**config.mk**
```make
export PLATFORM = sky130hd
export DESIGN_NAME = rc_pkt_decoder
export DESIGN_NICKNAME = d
export VERILOG_FILES = /design/src/rtl/rc_pkt_pkg.sv /design/src/rtl/rc_crc_lfsr.sv /design/src/rtl/rc_pkt_decoder.sv
export SDC_FILE = /design/constraint.sdc
export NUM_CORES = 1
export LEC_CHECK = 0
export CAP_MARGIN = 20
export CORE_MARGIN = 4
export CORE_UTILIZATION = 62
export CTS_BUF_LIST = sky130_fd_sc_hd__clkbuf_8
export CTS_CLUSTER_DIAMETER = 150
export DETAILED_ROUTE_END_ITERATION = 8
export PLACE_DENSITY = 0.95
export SLEW_MARGIN = 20
export SYNTH_ARGS = -nofsm -noshare
export SYNTH_HDL_FRONTEND = slang
export SYNTH_SLANG_ARGS = --single-unit
```
**constraint.sdc**
```tcl
create_clock -name clk -period 9.7 [get_ports clk]
set_clock_uncertainty 0.05 [all_clocks]
set_input_delay 1.455 -clock clk [delete_from_list [all_inputs] [get_ports clk]]
set_output_delay 1.455 -clock clk [all_outputs]
set_load 0.1 [all_outputs]
```
**src/rtl/rc_pkt_pkg.sv**
```systemverilog
// Shared types and constants for the USB receive packet decoder.
package rc_pkt_pkg;

  localparam logic PROCESSING = 1'b0;
  localparam logic RECEIVED   = 1'b1;

  typedef enum logic [1:0] {
    HSHAKE  = 2'd0,
    TOKEN   = 2'd1,
    DATA    = 2'd2,
    INVALID = 2'd3
  } pid_class_t;

  typedef enum logic [1:0] {
    S_IDLE  = 2'd0,
    S_RECV  = 2'd1,
    S_CHECK = 2'd2,
    S_DONE  = 2'd3
  } dec_state_t;

  // PID bytes as they appear after MSB-first capture
  localparam logic [7:0] PID_OUT   = 8'b10000111;
  localparam logic [7:0] PID_IN    = 8'b10010110;
  localparam logic [7:0] PID_SETUP = 8'b10110100;
  localparam logic [7:0] PID_DATA0 = 8'b11000011;
  localparam logic [7:0] PID_DATA1 = 8'b11010010;
  localparam logic [7:0] PID_ACK   = 8'b01001011;
  localparam logic [7:0] PID_NAK   = 8'b01011010;
  localparam logic [7:0] PID_STALL = 8'b01111000;

  localparam logic [4:0]  CRC5_POLY   = 5'b00101;
  localparam logic [4:0]  CRC5_INIT   = 5'b11111;
  localparam logic [4:0]  CRC5_RESID  = 5'b01100;
  localparam logic [15:0] CRC16_POLY  = 16'h8005;
  localparam logic [15:0] CRC16_INIT  = 16'hFFFF;
  localparam logic [15:0] CRC16_RESID = 16'h800D;

  function automatic pid_class_t pid_class(input logic [7:0] pid);
    pid_class_t c;
    c = INVALID;
    if (pid[7:4] == ~pid[3:0]) begin
      case (pid)
        PID_OUT, PID_IN, PID_SETUP: c = TOKEN;
        PID_DATA0, PID_DATA1:       c = DATA;
        PID_ACK, PID_NAK, PID_STALL: c = HSHAKE;
        default:                    c = INVALID;
      endcase
    end
    return c;
  endfunction

endpackage

```
**src/rtl/rc_crc_lfsr.sv**
```systemverilog
// Serial MSB-first CRC shift register; i_init reloads the seed, i_en advances one bit.
module rc_crc_lfsr #(
  parameter int               WIDTH = 16,
  parameter logic [WIDTH-1:0] POLY  = '0,
  parameter logic [WIDTH-1:0] INIT  = '1
) (
  input  logic             clk,
  input  logic             rst_n,
  input  logic             i_init,
  input  logic             i_en,
  input  logic             i_bit,
  output logic [WIDTH-1:0] o_crc
);

  logic [WIDTH-1:0] r_crc;
  logic             w_fb;

  assign w_fb  = r_crc[WIDTH-1] ^ i_bit;
  assign o_crc = r_crc;

  always_ff @(posedge clk) begin
    if (!rst_n) begin
      r_crc <= '0;
    end else if (i_init) begin
      r_crc <= INIT;
    end else if (i_en) begin
      r_crc <= {r_crc[WIDTH-2:0], 1'b0} ^ (w_fb ? POLY : '0);
    end
  end

endmodule

```
**src/rtl/rc_pkt_decoder.sv**
```systemverilog
// USB receive packet decoder: PID validation, class-selected CRC5/CRC16 check and
// variable-length payload capture, holding results until pkt_rec.
module rc_pkt_decoder
  import rc_pkt_pkg::*;
#(
  parameter int MAX_BYTES = 8,
  parameter int CNT_W     = $clog2(MAX_BYTES*8+25)
) (
  input  logic                   clk,
  input  logic                   rst_n,
  input  logic                   start_decode,
  input  logic                   end_decode,
  input  logic                   s_in,
  input  logic                   pkt_rec,
  output logic                   pkt_status,
  output logic [7:0]             rc_pid,
  output pid_class_t             rc_class,
  output logic [MAX_BYTES*8-1:0] rc_data,
  output logic [CNT_W-1:0]       rc_nbytes,
  output logic [6:0]             rc_addr,
  output logic [3:0]             rc_endp,
  output logic                   PID_error,
  output logic                   CRC_error,
  output logic                   len_error
);

  localparam int               PAY_W   = MAX_BYTES*8;
  localparam logic [CNT_W-1:0] CNT_MAX = '1;

  dec_state_t        r_state, w_state_nxt;
  logic [CNT_W-1:0]  r_cnt;
  logic [7:0]        r_pid;
  logic [15:0]       r_dly;
  logic [PAY_W-1:0]  r_data;
  logic              w_begin, w_sample, w_crc_en, w_pay_en;
  logic [4:0]        w_crc5;
  logic [15:0]       w_crc16;

  logic [CNT_W-1:0]  w_len;
  logic              w_short, w_len_ok, w_crc_bad;
  pid_class_t        w_cls;

  logic              r_status;
  logic [7:0]        r_rc_pid;
  pid_class_t        r_rc_class;
  logic [PAY_W-1:0]  r_rc_data;
  logic [CNT_W-1:0]  r_rc_nbytes;
  logic [6:0]        r_rc_addr;
  logic [3:0]        r_rc_endp;
  logic              r_pid_err, r_crc_err, r_len_err;

  always_ff @(posedge clk) begin
    if (!rst_n) r_state <= S_IDLE;
    else        r_state <= w_state_nxt;
  end

  always_comb begin
    w_state_nxt = r_state;
    case (r_state)
      S_IDLE:  if (start_decode) w_state_nxt = end_decode ? S_CHECK : S_RECV;
      S_RECV:  if (end_decode)   w_state_nxt = S_CHECK;
      S_CHECK: w_state_nxt = S_DONE;
      S_DONE:  if (pkt_rec)      w_state_nxt = S_IDLE;
      default: w_state_nxt = S_IDLE;
    endcase
  end

  assign w_begin  = (r_state == S_IDLE) && start_decode;
  assign w_sample = (r_state == S_RECV) && !end_decode;
  assign w_crc_en = w_sample && (r_cnt >= CNT_W'(8));
  // Payload taps the delay-line output only once 16 post-PID bits are queued
  assign w_pay_en = w_sample && (r_cnt >= CNT_W'(24)) && (r_cnt < CNT_W'(PAY_W+24));

  always_ff @(posedge clk) begin
    if (!rst_n) begin
      r_cnt  <= '0;
      r_pid  <= '0;
      r_dly  <= '0;
      r_data <= '0;
    end else if (w_begin) begin
      r_cnt  <= end_decode ? '0 : CNT_W'(1);
      r_pid  <= {7'b0, s_in & ~end_decode};
      r_dly  <= '0;
      r_data <= '0;
    end else if (w_sample) begin
      if (r_cnt != CNT_MAX) r_cnt <= r_cnt + CNT_W'(1);
      if (r_cnt < CNT_W'(8)) r_pid <= {r_pid[6:0], s_in};
      else                   r_dly <= {r_dly[14:0], s_in};
      if (w_pay_en) r_data <= {r_data[PAY_W-2:0], r_dly[15]};
    end
  end

  rc_crc_lfsr #(.WIDTH(5), .POLY(CRC5_POLY), .INIT(CRC5_INIT)) u_crc5 (
    .clk    (clk),
    .rst_n  (rst_n),
    .i_init (r_state == S_IDLE),
    .i_en   (w_crc_en),
    .i_bit  (s_in),
    .o_crc  (w_crc5)
  );

  rc_crc_lfsr #(.WIDTH(16), .POLY(CRC16_POLY), .INIT(CRC16_INIT)) u_crc16 (
    .clk    (clk),
    .rst_n  (rst_n),
    .i_init (r_state == S_IDLE),
    .i_en   (w_crc_en),
    .i_bit  (s_in),
    .o_crc  (w_crc16)
  );

  always_comb begin
    w_len     = r_cnt - CNT_W'(8);
    w_short   = (r_cnt < CNT_W'(8));
    w_cls     = w_short ? INVALID : pid_class(r_pid);
    w_len_ok  = !w_short;
    w_crc_bad = 1'b0;
    case (w_cls)
      HSHAKE: w_len_ok = (w_len == '0);
      TOKEN: begin
        w_len_ok  = (w_len == CNT_W'(16));
        w_crc_bad = (w_crc5 != CRC5_RESID);
      end
      DATA: begin
        w_len_ok  = (w_len >= CNT_W'(16)) && (w_len <= CNT_W'(PAY_W+16)) &&
                    (w_len[2:0] == 3'd0);
        w_crc_bad = (w_crc16 != CRC16_RESID);
      end
      default: ;
    endcase
  end

  // CHECK stage: results captured here and frozen through DONE
  always_ff @(posedge clk) begin
    if (!rst_n) begin
      r_status    <= PROCESSING;
      r_rc_pid    <= '0;
      r_rc_class  <= HSHAKE;
      r_rc_data   <= '0;
      r_rc_nbytes <= '0;
      r_rc_addr   <= '0;
      r_rc_endp   <= '0;
      r_pid_err   <= 1'b0;
      r_crc_err   <= 1'b0;
      r_len_err   <= 1'b0;
    end else begin
      r_status <= ((r_state == S_DONE) && !pkt_rec) ? RECEIVED : PROCESSING;
      if (r_state == S_CHECK) begin
        r_rc_pid    <= r_pid;
        r_rc_class  <= w_cls;
        r_rc_data   <= r_data;
        r_rc_nbytes <= (w_cls == DATA && w_len_ok) ? ((w_len - CNT_W'(16)) >> 3) : '0;
        r_rc_addr   <= (w_cls == TOKEN && w_len_ok) ? r_dly[15:9] : '0;
        r_rc_endp   <= (w_cls == TOKEN && w_len_ok) ? r_dly[8:5]  : '0;
        r_pid_err   <= (w_cls == INVALID);
        r_len_err   <= !w_len_ok;
        r_crc_err   <= w_len_ok && w_crc_bad;
      end
    end
  end

  assign pkt_status = r_status;
  assign rc_pid     = r_rc_pid;
  assign rc_class   = r_rc_class;
  assign rc_data    = r_rc_data;
  assign rc_nbytes  = r_rc_nbytes;
  assign rc_addr    = r_rc_addr;
  assign rc_endp    = r_rc_endp;
  assign PID_error  = r_pid_err;
  assign CRC_error  = r_crc_err;
  assign len_error  = r_len_err;

endmodule

```
==> results of run 1 <==
## tightest hold or removal path: stages (launching register included)
cell and delay, ps:
dfxtp_1 300, nand2_1 50, a21oi_1 50
## cells in the mapped netlist, types with 4 or more instances
library cell and n:
clkbuf_1 39, and3_1 4, dfxtp_1 211, a32o_1 15
o21ai_0 5, xor2_1 8, nor4_1 23, mux2i_1 75
xnor2_1 4, buf_4 4, inv_1 14, ha_1 17
nand2_1 176, buf_2 18, nor4bb_1 6, a21oi_1 93
nor3_1 22, nor2_1 116, nand3_1 9
## layer usage
| layer | routed length (um) | GRT usage |
|---|---|---|
| met2 | 8939 | 0.4151 |
| met5 | 0 | 0 |
| met3 | 984 | 0.05200 |
| met4 | 449 | 0.08747 |
| met1 | 7809 | 0.3065 |
## how the worst min path moves through the flow
| stage | startpoint | endpoint | slack (ps) |
|---|---|---|---|
| final | r_dly[4] | r_dly[5] | 380 |
| after detailed placement | r_dly[4] | r_dly[5] | 390 |
| after global placement | r_dly[2] | r_dly[3] | 390 |
| after global routing | r_dly[4] | r_dly[5] | 380 |
| after floorplan | r_dly[0] | r_dly[1] | 380 |
| after CTS | r_dly[4] | r_dly[5] | 380 |
## flip-flops by register name (all words and copies together) (netlist names), 5 cells and up
| signal | count |
|---|---|
| r_cnt | 7 |
| r_data | 64 |
| r_dly | 16 |
| r_pid | 8 |
| rc_addr | 7 |
| rc_data | 64 |
| rc_pid | 8 |
| u_crc16.o_crc | 16 |
| u_crc5.o_crc | 5 |
## power groups by stage
stage	registers, mW	logic, mW	clock network (mW)
detailed placement	0.950	0.362	0
global placement	0.948	0.356	0
floorplan	0.988	0.254	0
CTS	0.932	0.367	0.724
finish	0.934	0.369	0.713
global route	0.938	0.396	0.768
## area by class of cell
cell class              instances  area, um^2
clock inverters                 8       30.03
fillers                       862        2993
clock buffers                  44       605.6
flip-flops and latches        211        4224
repair buffers                102        1011
multi-input cells             611        3540
well taps                     172       215.2
inverters                      14       52.55
## cell families (layout without fill, tap and decap cells)
kind of cell	Yosys count	count (layout)	synth area share
AOI/OAI and AO/OA	130	130	0.09765
xor gates and xnor gates	14	14	0.01705
adders and majority gates	17	17	0.02635
buffers and inverters	78	168	0.04278
DFF	211	211	0.5232
muxes	75	75	0.09299
other	1	3	0.0004645
and+or+nand+nor	372	372	0.1995
==> results_dict.tcl, run 1 <==
set metrics [dict create \
    wl_um 18180 \
    synth_edf_count 0 \
    drt_first_iter_violations 563 \
    clk-insertion-delay-late_ps 490 \
    die_h_um 122.1 \
    clockBufferDepth 3 \
    grt_pass1_vias 6409 \
    cpPeakStageDelay_ps 860 \
    wl_per_cell_um 15.65 \
    post_cts_buffers 0 \
    fin_crit_sh 0.4278 \
    synth_area_leader_cell "dfxtp_1" \
    power_switching_uw 595.6 \
    die_area_um2 14910 \
    cp.depth 12 \
    rows 41 \
    syn_area_um2 8073 \
    power.total_mw 2.016 \
    path_delay_family "simple AND/OR/NAND/NOR gates" \
    nets 997 \
    static-leakage-power_nw 3.393 \
    place_ws_ps 5402 \
    finalWeightedCongestion 0.8323 \
    place_area_um2 9039 \
    report.final.setup_viol 0 \
    core_area_um2 12670 \
    final_hold_viol_count 0 \
    grt_overflow 0 \
    ioPinCount 102 \
    dieWidth_um 122.1 \
    drc 0 \
    setup_slack_ps 5551 \
    h-tree-depth 2 \
    hold_path_depth 2 \
    worstReg2RegStart "r_cnt[3]" \
    dp.final_hpwl_um 10700 \
    synth_area_leaders "dfxtp_1 52%, mux2i_1 9.3%, nand2_1 8.2%" \
    layout_commonest_cell "dfxtp_1" \
    worst_pin_slew_ps 1081 \
    worst-path-max-fanout 16 \
    cts_tree "yes" \
    maxSlewHeadroom 0.2796 \
    syn_inst 898 \
    cp.required_ps 10020 \
    grtUsageTotal 0.2439 \
    cp_slowest_cell "nor4bb_1" \
    period_minus_slack_ps 4149 \
    async_reset_ff_frac 0 \
    crit_path_start_kind "flip-flop" \
    grt_start_max_net_pins 102 \
    cts_hold_buf 0 \
    vias 6513 \
    final_cell_mix "211 x dfxtp_1, 175 x nand2_1, 116 x nor2_1, 98 x clkdlybuf4s50_1, 92 x a21oi_1" \
    area_growth_syn_to_layout_pct 19.89 \
    rsz0062_at_grt "false" \
    hold_path.class "reg2reg" \
    worst_r2r_path_depth 12 \
    p_per_area_nw_per_um2 208.3 \
    drive_gt1_frac 0.06263 \
    post-route-cell-area_um2 9678 \
    dp_cells 1110 \
    combPwrFrac 0.183 \
    first_pass_iters 5 \
    drtAntennaViolNets 0 \
    seqPwrFrac 0.463 \
    critPathLaunch "r_cnt[3]" \
    slew_viol_final 0 \
    grt_pass1_wl_um 30220 \
    antenna_cells 0 \
    crit_chain "inv_1, ha_1, nor3b_2, nor2_1, nor4bb_1, inv_1, ha_1, o21ai_0, nand2_1, a31oi_1, o22ai_4, a32o_1" \
    synth.distinct_cells 48 \
    cts_buffers 34 \
    final_util 0.7638 \
    stdcell_count 1162 \
    ys_seq_elements 211 \
    endpoint "rc_addr[5]" \
    critPathBufInv 2 \
    antenna_found_initial 0 \
    internal_power_mw 1.421 \
    p_sw_frac 0.2954 \
    rrSetupSlack_ps 5550 \
    synth_top_area_share 0.5232 \
    fin_hold_ws_ps 376.1 \
    synth-seq-area-share 0.5232 \
    avgSynthCellArea_um2 8.990 \
    vdd_drop_max_uv 100.7 \
    timing.rr.end "rc_addr[5]" \
    path_class "reg2reg" \
    end_kind "flip-flop" \
    timing.setup.tns_ps 0 \
    maxCapViolations 0 \
    timing.fmax_mhz 241.0 \
    initial_utilization 0.6371 \
    cts_resized 0 \
    cts_num_sinks 211 \
    io_buffers 98 \
    cts_root_buf "clkbuf_8" \
    path_clk_slew_ps 60 \
    yosysWarningCount 0 \
    clkPwrFrac 0.354 \
    outcome "completed" \
    synth_top_flop_cell "dfxtp_1" \
    routed_via_density 5.605 \
    cp.arrival_ps 4470 \
]
Power figures use the tool's default switching activity.
==> run 2, diff against run 1 <==
--- a/config.mk
+++ b/config.mk
@@ -7,11 +7,11 @@
 export LEC_CHECK = 0
 export CAP_MARGIN = 20
 export CORE_MARGIN = 4
-export CORE_UTILIZATION = 62
+export CORE_UTILIZATION = 52
 export CTS_BUF_LIST = sky130_fd_sc_hd__clkbuf_8
 export CTS_CLUSTER_DIAMETER = 150
 export DETAILED_ROUTE_END_ITERATION = 8
-export PLACE_DENSITY = 0.95
+export PLACE_DENSITY = 0.89
 export SLEW_MARGIN = 20
 export SYNTH_ARGS = -nofsm -noshare
 export SYNTH_HDL_FRONTEND = slang
==> constraint.sdc (replaced) <==
create_clock -name clk -period 3.36 [get_ports clk]
set_clock_uncertainty 0.05 [all_clocks]
set_input_delay 0.504 -clock clk [delete_from_list [all_inputs] [get_ports clk]]
set_output_delay 0.504 -clock clk [all_outputs]
set_load 0.1 [all_outputs]
==> results_dict.tcl, run 2 (synthesized netlist as in run 1, its figures left out) <==
set metrics [dict create \
    drt_first_iter_violations 499 \
    static-leakage-power_nw 3.492 \
    finalWeightedCongestion 0.8764 \
    die_h_um 132.6 \
    power.total_mw 5.800 \
    path_class "reg2reg" \
    wl_per_cell_um 14.89 \
    use_met1 0.2543 \
    drc 0 \
    die_area_um2 17580 \
    cts_buffers 34 \
    grt_pass1_wl_um 29850 \
    h-tree-depth 2 \
    nets 1011 \
    fin_crit_sh 0.9242 \
    rows 45 \
    maxCapViolations 0 \
    final_hold_viol_count 0 \
    routed_via_density 5.441 \
    slew_viol_final 0 \
    initial_utilization 0.5310 \
    cts_num_sinks 211 \
    met2_usage 0.3321 \
    clockBufferDepth 3 \
    grt-busiest-layer "met2" \
    gr-usage-met3 0.04867 \
    ioPinCount 102 \
    cts_tree "yes" \
    rrSetupSlack_ps 250 \
    worst_pin_slew_ps 1017 \
    vdd_drop_max_uv 441.9 \
    hold_path.class "reg2reg" \
    grt_pass1_vias 6339 \
    layout_commonest_cell "dfxtp_1" \
    grtUsageTotal 0.1988 \
    crit_path_start_kind "flip-flop" \
    path_clk_slew_ps 60 \
    clk-insertion-delay-late_ps 490 \
    worst-path-max-fanout 16 \
    antenna_found_initial 0 \
    cts_hold_buf 0 \
    antenna_cells 0 \
    grt_overflow 0 \
    grt_start_max_net_pins 101 \
    outcome "completed" \
    drtAntennaViolNets 0 \
    wl_um 17830 \
    timing.setup.tns_ps 0 \
    dp.final_hpwl_um 11240 \
    timing.fmax_mhz 322.0 \
    cp.required_ps 3740 \
    io_buffers 98 \
    report.final.setup_viol 0 \
    dieWidth_um 132.6 \
    maxSlewHeadroom 0.3200 \
    rsz0062_at_grt "false" \
    drive_gt1_frac 0.08325 \
    first_pass_iters 5 \
    final_cell_mix "210 x dfxtp_1, 175 x nand2_1, 116 x nor2_1, 93 x a21oi_1, 92 x clkdlybuf4s50_1" \
    period_minus_slack_ps 3105 \
    vias 6513 \
    area_growth_syn_to_layout_pct 21.44 \
    cp.arrival_ps 3490 \
    core_area_um2 15200 \
    cts_root_buf "clkbuf_8" \
    end_kind "flip-flop" \
    fin_hold_ws_ps 404.2 \
    p_per_area_nw_per_um2 591.6 \
]
-- run 2: cell count changes in the layout (fill, tap and decap cells not counted), moves of 3 or more --
cell and delta:
clkbuf_8 -4, buf_12 +3, clkinv_2 +5, inv_1 +3, buf_4 +17, clkdlybuf4s50_1 -6
-- run 2: path summary, 6_finish.rpt --
kind,startpoint,to,depth (start not counted)
worst max register to register,r_cnt[4],rc_addr[2],13
worst min register to register,r_dly[4],r_dly[5],2
worst min-delay path,r_dly[4],r_dly[5],2
worst max-delay path,r_cnt[4],rc_addr[2],13
-- run 2: final cells by class --
| cell class | instances | area, um^2 |
|---|---|---|
| Tap cell | 188 | 235.2 |
| Clock inverter | 17 | 73.82 |
| Sequential cell | 211 | 4225 |
| Clock buffer | 40 | 550.5 |
| Multi-Input combinational cell | 611 | 3527 |
| Timing Repair Buffer | 116 | 1139 |
| Inverter | 14 | 52.55 |
| Fill cell | 1218 | 5399 |
-- run 2: timing repair --
item,CTS,global route
setup buffers,0,1
endpoints found under the setup margin,0,16
resized for setup,0,1
-- run 2: stage by stage --
stage | setup WS, ps | std cells | utilization | cell area, um^2
2_1_floorplan | 201.2 | 900 | - | 8080
3_3_place_gp | 264.0 | 1139 | 0.6024 | 9158
3_5_place_dp | 59.76 | 1139 | 0.6024 | 9158
4_1_cts | 39.52 | 1196 | 0.6435 | 9782
5_1_grt | 25.57 | 1197 | 0.6449 | 9803
6_report | 254.7 | 1197 | 0.6449 | 9803
-- run 2: report_power, final --
group          switching [mW]  internal (mW)
registers              0.0900           2.61
clock network           0.940           1.08
logic                   0.725          0.358
total                    1.76           4.04
-- run 2: metal layers --
layer  vias up  wire length, um
li1       3213                -
met4         0              287
met5         -                0
met3        25             1145
met2       192             8622
met1      3083             7774
-- run 2: critical path, stage by stage (launching register included) --
cell,delay [ps]
dfxtp_2,400
inv_1,110
ha_1,240
nor3b_2,180
nor2_1,170
nor4bb_1,290
buf_4,170
ha_1,290
nand3b_1,140
nor4bb_1,340
o21ai_2,120
o22ai_4,200
buf_12,170
a32o_1,170
==> run 3, diff against run 2 <==
--- a/config.mk
+++ b/config.mk
@@ -7,11 +7,10 @@
 export LEC_CHECK = 0
 export CAP_MARGIN = 20
 export CORE_MARGIN = 4
-export CORE_UTILIZATION = 52
-export CTS_BUF_LIST = sky130_fd_sc_hd__clkbuf_8
+export CORE_UTILIZATION = 50
 export CTS_CLUSTER_DIAMETER = 150
 export DETAILED_ROUTE_END_ITERATION = 8
-export PLACE_DENSITY = 0.89
+export PLACE_DENSITY = 0.76
 export SLEW_MARGIN = 20
 export SYNTH_ARGS = -nofsm -noshare
 export SYNTH_HDL_FRONTEND = slang
==> results_dict.tcl, run 3 (synthesized netlist as in run 1, its figures left out) <==
set metrics [dict create \
    nFillCells 1345 \
    place_ws_ps 454.2 \
    rrSetupSlack_ps 430 \
    hold_path_depth 2 \
    die_area_um2 18240 \
    final_util 0.6250 \
    wl_met1_um 7962 \
    wl_um 17830 \
    cts_num_sinks 211 \
    die_h_um 135.1 \
    cts_hold_buf 0 \
    ioPinCount 102 \
    wl_per_cell_um 14.77 \
    antenna_cells 0 \
    core_area_um2 15830 \
    critPathLaunch "r_cnt[3]" \
    report.final.setup_viol 0 \
    maxSlewHeadroom 0.3261 \
    vdd_drop_max_uv 330.6 \
    final_cell_mix "211 x dfxtp_1, 175 x nand2_1, 115 x nor2_1, 93 x a21oi_1, 90 x clkdlybuf4s50_1" \
    power.total_mw 6.023 \
    grtUsageTotal 0.1940 \
    rsz0062_at_grt "false" \
    dr_wl_met3_um 1057 \
    min_to "r_dly[2]" \
    period_minus_slack_ps 2930 \
    drtAntennaViolNets 0 \
    maxCapViolations 0 \
    wl_met2_um 8431 \
    crit_chain "inv_1, ha_1, nor3b_2, nor2_1, nor4bb_1, buf_4, inv_1, ha_1, or3b_1, o22ai_4, a32o_1" \
    grt_pass1_vias 6068 \
    final_hold_viol_count 0 \
    nets 1000 \
    path_clk_slew_ps 60 \
    dp.final_hpwl_um 11070 \
    finalWeightedCongestion 0.8235 \
    clk-insertion-delay-late_ps 500 \
    slew_viol_final 0 \
    grt_pass1_wl_um 29820 \
    timing.setup.tns_ps 0 \
    timing.fmax_mhz 341.3 \
    area_growth_syn_to_layout_pct 22.54 \
    drc 0 \
    hold_start "r_dly[1]" \
    fin_hold_ws_ps 403.6 \
    p_per_area_nw_per_um2 608.9 \
    cts_tree "yes" \
    grt_start_max_net_pins 82 \
    h-tree-depth 1 \
    vias 6396 \
    end_kind "flip-flop" \
    initial_utilization 0.5100 \
    io_buffers 98 \
    drive_gt1_frac 0.06963 \
    clockBufferDepth 3 \
    worstReg2RegStart "r_cnt[3]" \
    highest_layer "met4" \
    cts_root_buf "clkbuf_16" \
    layout_commonest_cell "dfxtp_1" \
    cpPeakStageDelay_ps 430 \
    worst-path-max-fanout 16 \
    path_class "reg2reg" \
    dieWidth_um 135.1 \
    setup_slack_ps 430.0 \
    static-leakage-power_nw 3.462 \
    cp.required_ps 3740 \
    grt_overflow 0 \
    routed_via_density 5.299 \
    post_cts_buffers 0 \
    cts_resized 0 \
    crit_path_start_kind "flip-flop" \
    worst_pin_slew_ps 1008 \
    antenna_found_initial 0 \
    rows 46 \
    timing.rr.end "rc_nbytes[3]" \
    first_pass_iters 5 \
    cp_slowest_cell "or3b_1" \
    drt_first_iter_violations 425 \
    cp.arrival_ps 3310 \
    hold_path.class "reg2reg" \
    fin_crit_sh 0.8720 \
    outcome "completed" \
    worst_r2r_path_depth 11 \
    cts_buffers 21 \
]
run 3: cell count changes in the layout (fill, tap and decap cells not counted), sizes merged:
cell,change
buf,+4
bufinv,+1
clkbuf,-6
clkdlybuf4s50,-2
clkinv,-3
clkinvlp,-1
inv,-11
run 3: stage by stage:
step / std cells / area [um^2]
detailed placement: 1170 / 9241
finish: 1207 / 9892
floorplan: 900 / 8080
CTS: 1207 / 9889
global placement: 1170 / 9241
global route: 1207 / 9892
run 3: worst max-delay path by stage:
stage                   end  cells past startpoint
5_1_grt        rc_nbytes[3]                     12
3_5_place_dp   rc_nbytes[0]                     11
2_1_floorplan    rc_addr[0]                     13
3_3_place_gp   rc_nbytes[3]                     11
4_1_cts          rc_endp[3]                     11
6_report       rc_nbytes[3]                     11
run 3: report_power, final:
group / leakage (nW) / switching [mW] / internal, mW
Clock: 0.315 / 0.918 / 1.30
Sequential: 1.71 / 0.0906 / 2.61
Combinational: 1.44 / 0.732 / 0.370
run 3: layout make-up:
type / instances / area, um^2 / share of cell area
multi-input cells: 611 / 3535 / 0.3573
inverters: 14 / 53.80 / 0.005439
clock buffers: 34 / 604.3 / 0.06109
well taps: 216 / 270.3 / 0.02732
clock inverters: 3 / 43.79 / 0.004427
flip-flops and latches: 211 / 4224 / 0.4270
repair buffers: 118 / 1161 / 0.1174
run 3: worst max-delay path: cells and delay by family (launching register included):
family | cells | cell delay [ps]
simple gates | 4 | 1020
compound gates | 2 | 640
buf+inv | 3 | 320
flops | 1 | 330
fa+ha+maj | 2 | 500
run 3: routing by layer:
layer | up-vias | global-route usage
met3 | 32 | 0.04136
li1 | 3186 | -
met2 | 171 | 0.3171
met5 | - | 0
met1 | 3007 | 0.2597
met4 | 0 | 0.05935
